**src/rtl/axis_input_rx_cu_pkg.sv**
```systemverilog
// Shared definitions for the AXI-Stream input receive control unit:
// FSM state encoding and default counter widths.
package axis_input_rx_cu_pkg;

    localparam int unsigned STATE_W   = 4;
    localparam int unsigned COL_W_DEF = 8;
    localparam int unsigned ROW_W_DEF = 8;
    localparam int unsigned CH_W_DEF  = 8;

    typedef enum logic [STATE_W-1:0] {
        StIdle      = 4'd0,
        StRecvRow   = 4'd1,
        StIssue     = 4'd2,
        StGuard     = 4'd3,
        StWaitIdle  = 4'd4,
        StIssueLast = 4'd5,
        StGuardLast = 4'd6,
        StWaitLast  = 4'd7
    } rx_state_e;

endpackage

```
**src/rtl/axis_input_rx_cu_row_counter.sv**
```systemverilog
// Column/row bookkeeping for the receive CU: write column, row index, mod-3 line
// buffer select, end-of-row detection and sticky tlast framing error.
module axis_rx_row_counter
    import axis_input_rx_cu_pkg::*;
#(
    parameter int unsigned COL_W = COL_W_DEF,
    parameter int unsigned ROW_W = ROW_W_DEF
) (
    input  logic             clk_i,
    input  logic             rst_ni,
    input  logic             frame_start_i,
    input  logic             chan_start_i,
    input  logic             beat_i,
    input  logic             tlast_i,
    input  logic             row_inc_i,
    input  logic [COL_W-1:0] img_width_i,
    output logic [COL_W-1:0] col_cnt_o,
    output logic [ROW_W-1:0] row_cnt_o,
    output logic [1:0]       row_sel_o,
    output logic             end_of_row_o,
    output logic             err_tlast_o
);

    logic [COL_W-1:0] col_q, col_d;
    logic [ROW_W-1:0] row_q, row_d;
    logic [1:0]       sel_q, sel_d;
    logic             err_q, err_d;
    logic             eor;

    assign eor = (col_q == img_width_i - COL_W'(1));

    always_comb begin
        col_d = col_q;
        row_d = row_q;
        sel_d = sel_q;
        err_d = err_q;
        if (frame_start_i || chan_start_i) begin
            col_d = '0;
            row_d = '0;
            sel_d = 2'd0;
            if (frame_start_i) begin
                err_d = 1'b0;
            end
        end else begin
            if (beat_i) begin
                col_d = eor ? '0 : col_q + COL_W'(1);
                // Row length is always by count; tlast only feeds the error flag.
                if (eor != tlast_i) begin
                    err_d = 1'b1;
                end
            end
            if (row_inc_i) begin
                row_d = row_q + ROW_W'(1);
                sel_d = (sel_q == 2'd2) ? 2'd0 : sel_q + 2'd1;
            end
        end
    end

    always_ff @(posedge clk_i or negedge rst_ni) begin
        if (!rst_ni) begin
            col_q <= '0;
            row_q <= '0;
            sel_q <= 2'd0;
            err_q <= 1'b0;
        end else begin
            col_q <= col_d;
            row_q <= row_d;
            sel_q <= sel_d;
            err_q <= err_d;
        end
    end

    assign col_cnt_o    = col_q;
    assign row_cnt_o    = row_q;
    assign row_sel_o    = sel_q;
    assign end_of_row_o = eor;
    assign err_tlast_o  = err_q;

endmodule

```
**src/rtl/axis_input_rx_cu.sv**
```systemverilog
// AXI-Stream slave control unit: writes feature-map rows into three rotating line
// BRAMs and issues per-row commands to the PE/output-buffer CU, looping over channels.
module axis_input_rx_cu
    import axis_input_rx_cu_pkg::*;
#(
    parameter int unsigned COL_W = COL_W_DEF,
    parameter int unsigned ROW_W = ROW_W_DEF,
    parameter int unsigned CH_W  = CH_W_DEF
) (
    input  logic             clk_i,
    input  logic             rst_ni,
    input  logic             start_i,
    input  logic [COL_W-1:0] img_width_i,
    input  logic [ROW_W-1:0] img_height_i,
    input  logic [CH_W-1:0]  n_channels_i,
    input  logic             s_axis_tvalid_i,
    input  logic             s_axis_tlast_i,
    output logic             s_axis_tready_o,
    input  logic             pe_with_buffers_idle_i,
    output logic             ena_input_bram_o,
    output logic             wea_input_bram_o,
    output logic [COL_W-1:0] input_bram_addr_o,
    output logic [1:0]       row_sel_o,
    output logic             stream_mid_row_o,
    output logic             stream_last_row_o,
    output logic             last_channel_o,
    output logic             frame_done_o,
    output logic             err_tlast_o,
    output logic             busy_o
);

    rx_state_e        state_q, state_d;
    logic [COL_W-1:0] width_q, width_d;
    logic [ROW_W-1:0] height_q, height_d;
    logic [CH_W-1:0]  nch_q, nch_d;
    logic [CH_W-1:0]  ch_q, ch_d;
    logic             last_ch_q, last_ch_d;

    logic             frame_start, chan_start, row_inc, ch_inc, beat, eor;
    logic [ROW_W-1:0] row_cnt;

    assign beat = s_axis_tready_o & s_axis_tvalid_i;

    axis_rx_row_counter #(
        .COL_W (COL_W),
        .ROW_W (ROW_W)
    ) u_row_counter (
        .clk_i         (clk_i),
        .rst_ni        (rst_ni),
        .frame_start_i (frame_start),
        .chan_start_i  (chan_start),
        .beat_i        (beat),
        .tlast_i       (s_axis_tlast_i),
        .row_inc_i     (row_inc),
        .img_width_i   (width_q),
        .col_cnt_o     (input_bram_addr_o),
        .row_cnt_o     (row_cnt),
        .row_sel_o     (row_sel_o),
        .end_of_row_o  (eor),
        .err_tlast_o   (err_tlast_o)
    );

    always_comb begin
        state_d           = state_q;
        s_axis_tready_o   = 1'b0;
        stream_mid_row_o  = 1'b0;
        stream_last_row_o = 1'b0;
        frame_done_o      = 1'b0;
        frame_start       = 1'b0;
        chan_start        = 1'b0;
        row_inc           = 1'b0;
        ch_inc            = 1'b0;
        unique case (state_q)
            StIdle: begin
                if (start_i) begin
                    frame_start = 1'b1;
                    state_d     = StRecvRow;
                end
            end
            StRecvRow: begin
                s_axis_tready_o = 1'b1;
                if (s_axis_tvalid_i && eor) begin
                    // First row of a channel only primes the line buffers.
                    if (row_cnt == '0) begin
                        row_inc = 1'b1;
                    end else begin
                        state_d = StIssue;
                    end
                end
            end
            StIssue: begin
                stream_mid_row_o = 1'b1;
                state_d          = StGuard;
            end
            StGuard:     state_d = StWaitIdle;
            StWaitIdle: begin
                if (pe_with_buffers_idle_i) begin
                    if (row_cnt == height_q - ROW_W'(1)) begin
                        state_d = StIssueLast;
                    end else begin
                        row_inc = 1'b1;
                        state_d = StRecvRow;
                    end
                end
            end
            StIssueLast: begin
                stream_last_row_o = 1'b1;
                state_d           = StGuardLast;
            end
            StGuardLast: state_d = StWaitLast;
            StWaitLast: begin
                if (pe_with_buffers_idle_i) begin
                    if (last_ch_q) begin
                        frame_done_o = 1'b1;
                        state_d      = StIdle;
                    end else begin
                        chan_start = 1'b1;
                        ch_inc     = 1'b1;
                        state_d    = StRecvRow;
                    end
                end
            end
            default:     state_d = StIdle;
        endcase
    end

    always_comb begin
        width_d   = frame_start ? img_width_i : width_q;
        height_d  = frame_start ? img_height_i : height_q;
        nch_d     = frame_start ? n_channels_i : nch_q;
        ch_d      = frame_start ? '0 : (ch_inc ? ch_q + CH_W'(1) : ch_q);
        last_ch_d = (ch_d == nch_d - CH_W'(1));
    end

    always_ff @(posedge clk_i or negedge rst_ni) begin
        if (!rst_ni) begin
            state_q   <= StIdle;
            width_q   <= '0;
            height_q  <= '0;
            nch_q     <= '0;
            ch_q      <= '0;
            last_ch_q <= 1'b0;
        end else begin
            state_q   <= state_d;
            width_q   <= width_d;
            height_q  <= height_d;
            nch_q     <= nch_d;
            ch_q      <= ch_d;
            last_ch_q <= last_ch_d;
        end
    end

    assign ena_input_bram_o = beat;
    assign wea_input_bram_o = beat;
    assign last_channel_o   = last_ch_q;
    assign busy_o           = (state_q != StIdle);

endmodule
```
**config.mk**
```make
export PLATFORM = sky130hd
export DESIGN_NAME = axis_input_rx_cu
export DESIGN_NICKNAME = d
export VERILOG_FILES = /design/src/rtl/axis_input_rx_cu_pkg.sv /design/src/rtl/axis_input_rx_cu_row_counter.sv /design/src/rtl/axis_input_rx_cu.sv
export SDC_FILE = /design/constraint.sdc
export NUM_CORES = 1
export LEC_CHECK = 0
export CORE_ASPECT_RATIO = 2
export CORE_UTILIZATION = 60
export CTS_BUF_LIST = sky130_fd_sc_hd__clkbuf_4
export DETAILED_ROUTE_END_ITERATION = 8
export DONT_BUFFER_PORTS = 1
export HOLD_SLACK_MARGIN = 0.02
export PLACE_DENSITY = 0.77
export SLEW_MARGIN = 20
export SYNTH_ARGS = -nofsm -noshare
export SYNTH_HDL_FRONTEND = slang
export SYNTH_SLANG_ARGS = --single-unit
```
**constraint.sdc**
```tcl
create_clock -name clk_i -period 4 [get_ports clk_i]
set_input_delay 0.4 -clock clk_i [delete_from_list [all_inputs] [get_ports clk_i]]
set_output_delay 0.4 -clock clk_i [all_outputs]
set_load 0.03 [all_outputs]
```
==> run summary, run 1 <==
I/O Buffers -> 0
Routing usage on met2 -> 48.97%
Setup TNS -> 0 ns
Total number of vias -> 2680
Core Box Area -> 5420 sq um
Tightest Hold Check Type -> primary input to flop
Fmax -> 328.0 MHz
Max-Cap Viols -> 0
P&R area growth vs syn -> 5.195%
GRT busiest layer -> met2
Clock transition at path regs -> 0.16 ns
Antenna Nets Post-Route -> 0
Core Rows -> 38
Worst Reg2Reg Path Length in Cells -> 8
Maximum vdd ir drop -> 0.0004716 V
Top cell type's share of synthesized area -> 40.82%
Syn nets -> 423
Internal power -> 0.001417 W
Post-synth top area cell -> dfrtp_1
LEAKAGE -> 1.570 nW
Fin crit period -> 3.049 ns
CP Capture Type -> flop
CTS max path bufs -> 2
Die height -> 108.0 um
Layout cells sized above 1 -> 6.005%
Final setup fails -> 0
Synthesized flop and latch total -> 55
Slew Limit Fails -> 0
Flop pwr share -> 40.6%
Cell with the most instances after synthesis -> nand2_1
Antenna cells -> 0
Post-CTS sizing -> 0
Fin Clk Skew -> 0.01073 ns
Gr usage total -> 27.52%
Routability Congestion -> 0.8932
CTS buffer count -> 5
Final Cycle Share -> 76.22%
Gate count of the mapped netlist -> 386
Final net count -> 419
IO Count -> 49
Routed len/inst -> 16.31 um
Vias in the first global route -> 2690
Placed cell count -> 433
Commonest cells in the netlist -> 62 x nand2_1, 55 x dfrtp_1, 28 x nor2_1, 25 x inv_1, 24 x o21ai_0
TritonCTS clock tree -> yes
Post-synthesis cell type count -> 55
Register area share after synthesis -> 40.82%
Initial core utilization -> 62.21%
Clock Power Share -> 14.8%
Die ar. -> 5942 sq um
Via-to-Cell Ratio -> 6.050
Iteration count of the initial detailed-routing pass -> 4
Post-route insts no fill -> 443
Die Wd -> 55.01 um
Synth warn -> 0
Critical path arrival -> 3.35 ns
Initial antenna violation count -> 0
Worst-path fanout max -> 19
Drc violations -> 0
Predominant post-synthesis flop cell -> dfrtp_1
Worst skew pair latency -> 0.40 ns
Startpoint types -> flop
Slew Limit Headroom -> 39.12%
Logic pwr share -> 44.6%
PD cells -> 719.2 nW/um^2
Top cells by area, synth -> dfrtp_1 41%, nand2_1 6.9%, xnor2_1 5.7%
Cell area after synthesis -> 3372 sq um
DP HPWL -> 5.460 mm
# clock sinks -> 55
Largest net degree at the start of global routing -> 56
Initial DRC count -> 66
Post-synth EDFFs -> 0
Syn_area_per_cell -> 8.736 sq um
Hold depth -> 2
WS Path Type -> flop to flop
Outcome -> complete, no violations
Ys async rst share -> 100.0%
Sw Pwr -> 0.001134 W
Met1 GRT Util -> 29.62%
Fin. Hold Viols -> 0
Sw frac -> 44.44%
WL final -> 7.224 mm
Critical path required time -> 4.30 ns
Tightest Pin Transition -> 0.9062 ns
CTS root buffer -> clkbuf_4
CTS H-tree depth -> 2
Grt ovf -> 0
RSZ-0062 raised after global routing -> false
M3 GR Usage -> 7.173%
First-pass GRT wire length -> 12.00 mm
[per-layer routing]
layer	vias to the layer above	wire length, um
met2	52	4053
met3	9	326
met1	1285	2728
met5	-	0
li1	1334	-
met4	0	115
[cells by family (layout without fill, tap and decap cells)]
group                    Yosys count  after routing  share of synthesized area, %
multiplexers                       3              3                        0.9276
adder cells (fa/ha/maj)            7              7                         2.597
flip-flops                        55             55                         40.82
AO/OA/AOI/OAI                     75             75                         15.66
buffers and inverters             43             40                         5.232
AND/OR/NAND/NOR                  165            165                         24.49
XOR/XNOR                          38             38                         10.28
[power by group through the flow]
| stage | logic (W) | clock network (W) | registers [W] |
|---|---|---|---|
| floorplan | 0.000988 | 0 | 0.000941 |
| detailed placement | 0.00112 | 0 | 0.00104 |
| CTS | 0.00114 | 0.000386 | 0.00103 |
| finish | 0.00114 | 0.000377 | 0.00104 |
| global route | 0.00128 | 0.000401 | 0.00106 |
| global placement | 0.00109 | 0 | 0.00104 |
[path summary, 6_finish.rpt]
path | slack (ns) | end | start
max in group asynchronous | 3.26 | u_row_counter.row_cnt_o[4] | rst_ni
min in group asynchronous | 0.49 | width_q[4] | rst_ni
worst min-delay path | 0.09 | nch_q[3] | n_channels_i[3]
worst max-delay path | 0.95 | last_channel_o | state_q[1]
worst max register to register | 0.95 | last_channel_o | state_q[1]
worst min register to register | 0.52 | width_q[7] | width_q[7]
[stage by stage]
step                      instance area (sq um)  worst slack (ns)  power [W]  util (%)  hold slack (ns)
after floorplan                            3372             1.156   0.001929         -           0.1044
after global placement                     3405             1.124   0.002134     62.81           0.1059
after detailed placement                   3405            0.9999   0.002164     62.81           0.1061
after CTS                                  3547            0.9519   0.002563     65.44          0.08136
after global routing                       3547            0.7270   0.002741     65.44          0.07219
final                                      3547            0.9511   0.002551     65.44          0.09249
[critical path, stage by stage, from the launching register on]
cell and delay (ns):
dfrtp_1 0.56, or4b_1 0.93, a21boi_0 0.38, ha_1 0.22, o21a_1 0.16, xnor2_1 0.13
xnor2_1 0.14, o2111ai_1 0.13, nor4_1 0.31
[layout by cell type, fill, tap and decap left out, types with 4 or more instances in the layout]
cell type	n
o31ai_1	4
nand2_1	62
a21o_1	5
nor3_1	18
inv_1	25
clkbuf_4	5
buf_4	4
dfrtp_1	55
ha_1	7
or3_1	6
and3_1	5
o21ai_0	24
o211ai_1	4
xor2_1	15
xnor2_1	22
nand4_1	6
nor2_1	28
a21oi_1	14
nand2b_1	4
nand3_1	17
[area by class of cell]
cell class / instances / area, sq um
well taps: 60 / 75.07
repair buffers: 6 / 67.56
clock buffers: 5 / 37.54
inverters: 26 / 97.59
fillers: 477 / 1873
clock inverters: 3 / 67.56
multi-input cells: 288 / 1826
flip-flops and latches: 55 / 1376
[timing repair]
item,CTS,global route
buffers inserted,0,0
endpoints found under the hold margin,55,0
hold buffers,2,0
[sequential cells by signal, indices dropped and copies added (netlist names)]
signal                     cells
ch_q                           8
nch_q                          8
u_row_counter.row_sel_o        2
u_row_counter.row_cnt_o        8
width_q                        8
last_channel_o                 1
u_row_counter.col_cnt_o        8
u_row_counter.err_tlast_o      1
state_q                        3
height_q                       8
No activity file was read; power rests on OpenSTA's default activity.
==> inputs of run 2 (changes only) <==
--- a/config.mk
+++ b/config.mk
@@ -11,7 +11,7 @@
 export DETAILED_ROUTE_END_ITERATION = 8
 export DONT_BUFFER_PORTS = 1
 export HOLD_SLACK_MARGIN = 0.02
-export PLACE_DENSITY = 0.77
+export PLACE_DENSITY = 0.8
 export SLEW_MARGIN = 20
 export SYNTH_ARGS = -nofsm -noshare
 export SYNTH_HDL_FRONTEND = slang
==> constraint.sdc (replaced) <==
create_clock -name clk_i -period 2.8 [get_ports clk_i]
set_input_delay 0.28 -clock clk_i [delete_from_list [all_inputs] [get_ports clk_i]]
set_output_delay 0.28 -clock clk_i [all_outputs]
set_load 0.03 [all_outputs]
==> run summary, run 2 (synthesized netlist as in run 1, its figures left out) <==
CTS root buffer -> clkbuf_4
Iteration count of the initial detailed-routing pass -> 4
Worst Setup SP -> height_q[0]
Fmax -> 369.2 MHz
Fin Clk Skew -> 0.008278 ns
Post-route insts no fill -> 474
Total number of vias -> 2913
Core Rows -> 38
WS Path Type -> flop to flop
Commonest non-fill, non-tap cell in the layout -> nand2_1
IO Count -> 49
TritonCTS clock tree -> yes
CP Capture Type -> flop
LEAKAGE -> 1.689 nW
Die height -> 108.0 um
Fillers -> 452
Final net count -> 450
Fin. Hold Viols -> 0
Antenna Nets Post-Route -> 0
Core Box Area -> 5420 sq um
P&R area growth vs syn -> 12.88%
CTS H-tree depth -> 2
Ordered list of cells on the worst path -> inv_1 > ha_1 > or3b_1 > o31a_1 > o2111ai_2 > a311oi_2 > a2bb2oi_2 > buf_4 > or3_1 > a21oi_1
Maximum vdd ir drop -> 0.0006527 V
PD cells -> 957.1 nW/um^2
Vias in the first global route -> 2901
Flop pwr share -> 39.5%
Placed cell count -> 445
Via-to-Cell Ratio -> 6.146
Family with the most delay on the worst path -> compound AO/OA/AOI/OAI gates
Fin crit period -> 2.708 ns
Worst skew pair latency -> 0.40 ns
Worst reg2reg startpoint -> height_q[0]
Initial DRC count -> 81
Slew Limit Fails -> 0
First-pass GRT wire length -> 12.85 mm
Critical path required time -> 3.13 ns
Drc violations -> 0
Clock transition at path regs -> 0.16 ns
Maximum single-stage delay on the critical path -> 0.46 ns
I/O Buffers -> 0
CTS buffer count -> 5
Layout cells sized above 1 -> 10.39%
M3 GR Usage -> 4.923%
Crit path buf inv count -> 2
Startpoint types -> flop
DP HPWL -> 5.934 mm
Grt ovf -> 0
Commonest non-fill, non-tap cells in the layout -> 62 x nand2_1, 53 x dfrtp_1, 28 x nor2_1
Critical path arrival -> 3.04 ns
Die Wd -> 55.01 um
Routing usage on met2 -> 57.31%
Gr usage total -> 30.14%
Slew Limit Headroom -> 62.33%
Startpoint of the worst hold path -> n_channels_i[2]
Internal power -> 0.001938 W
Sw Pwr -> 0.001705 W
Max-Cap Viols -> 0
Worst-path fanout max -> 7
Final setup fails -> 0
Initial antenna violation count -> 0
Antenna cells -> 0
Highest-delay cell along the critical path -> or3b_1
Sw frac -> 46.80%
Routability Congestion -> 0.8436
Tightest Hold Check Type -> primary input to flop
Tightest Pin Transition -> 0.5630 ns
# clock sinks -> 55
GRT busiest layer -> met2
Setup TNS -> 0 ns
Initial core utilization -> 62.21%
Die ar. -> 5942 sq um
Routed len/inst -> 17.27 um
Clock Power Share -> 10.1%
Logic pwr share -> 50.4%
CTS max path bufs -> 2
Final Cycle Share -> 96.72%
Largest net degree at the start of global routing -> 56
WL final -> 8.185 mm
Outcome -> complete, no violations
Met1 GRT Util -> 28.23%
==> run 2: changes by cell type in the layout (fill, tap and decap cells not counted), moves of 2 or more <==
cell / previous run / this run
dlygate4sd3_1: 1 / 18
dfrtp_2: 0 / 2
bufinv_16: 2 / 0
dfrtp_1: 55 / 53
buf_4: 4 / 18
clkinv_4: 0 / 2
==> run 2: final cells by class <==
type | count | area (sq um) | area share (%)
Inverter | 26 | 97.59 | 2.564
Tap cell | 60 | 75.07 | 1.972
Clock buffer | 5 | 37.54 | 0.9862
Multi-Input combinational cell | 288 | 1849 | 48.59
Sequential cell | 55 | 1379 | 36.23
Timing Repair Buffer | 37 | 342.8 | 9.007
Clock inverter | 3 | 25.02 | 0.6575
==> run 2: worst paths after layout <==
check | to | slack, ns | cells after the start
worst max-delay path | u_row_counter.row_cnt_o[6] | 0.09 | 10
worst min-delay path | nch_q[2] | 0.03 | 2
worst max register to register | u_row_counter.row_cnt_o[6] | 0.09 | 10
worst min register to register | nch_q[7] | 0.52 | 2
max in group asynchronous | nch_q[3] | 2.19 | 2
min in group asynchronous | height_q[2] | 0.36 | 2
==> run 2: timing repair <==
item,4_1_cts,5_1_grt
hold buffers,18,1
pin swaps,1,2
endpoints found under the hold margin,71,1
endpoints found under the setup margin,3,11
setup buffers,2,0
resized for setup,0,6
==> run 2: worst register-to-register path, delay by kind of cell, from the launching register on <==
family                     cells  cell delay [ns]
buffers and inverters          2             0.26
and+or+nand+nor                2             0.81
adders and majority gates      1             0.22
AOI/OAI and AO/OA              5             0.92
DFF                            1             0.45
==> run 2: power by group through the flow <==
stage               clock (W)  combinational [W]  sequential [W]
floorplan                   0            0.00142         0.00134
global placement            0            0.00171         0.00142
detailed placement          0            0.00175         0.00144
CTS                  0.000378            0.00180         0.00142
global route         0.000398            0.00204         0.00148
finish               0.000368            0.00184         0.00144
==> run 2: per-stage QoR <==
stage / setup slack, ns / power [W] / hold slack [ns] / cell area [sq um] / utilization (%)
CTS: 0.06319 / 0.003604 / 0.02129 / 3775 / 69.64
global route: -0.06368 / 0.003915 / 0.03694 / 3806 / 70.22
detailed placement: -0.06537 / 0.003189 / -0.01418 / 3500 / 64.57
finish: 0.09176 / 0.003643 / 0.03489 / 3806 / 70.22
floorplan: 0.01363 / 0.002762 / -0.01559 / 3378 / -
global placement: 0.07294 / 0.003129 / -0.01407 / 3500 / 64.57
==> run 2: per-layer routing <==
layer	vias to the layer above	share of wire (%)
met1	1406	35
li1	1398	-
met2	81	57
met4	0	3.6
met5	-	0
met3	28	4.5
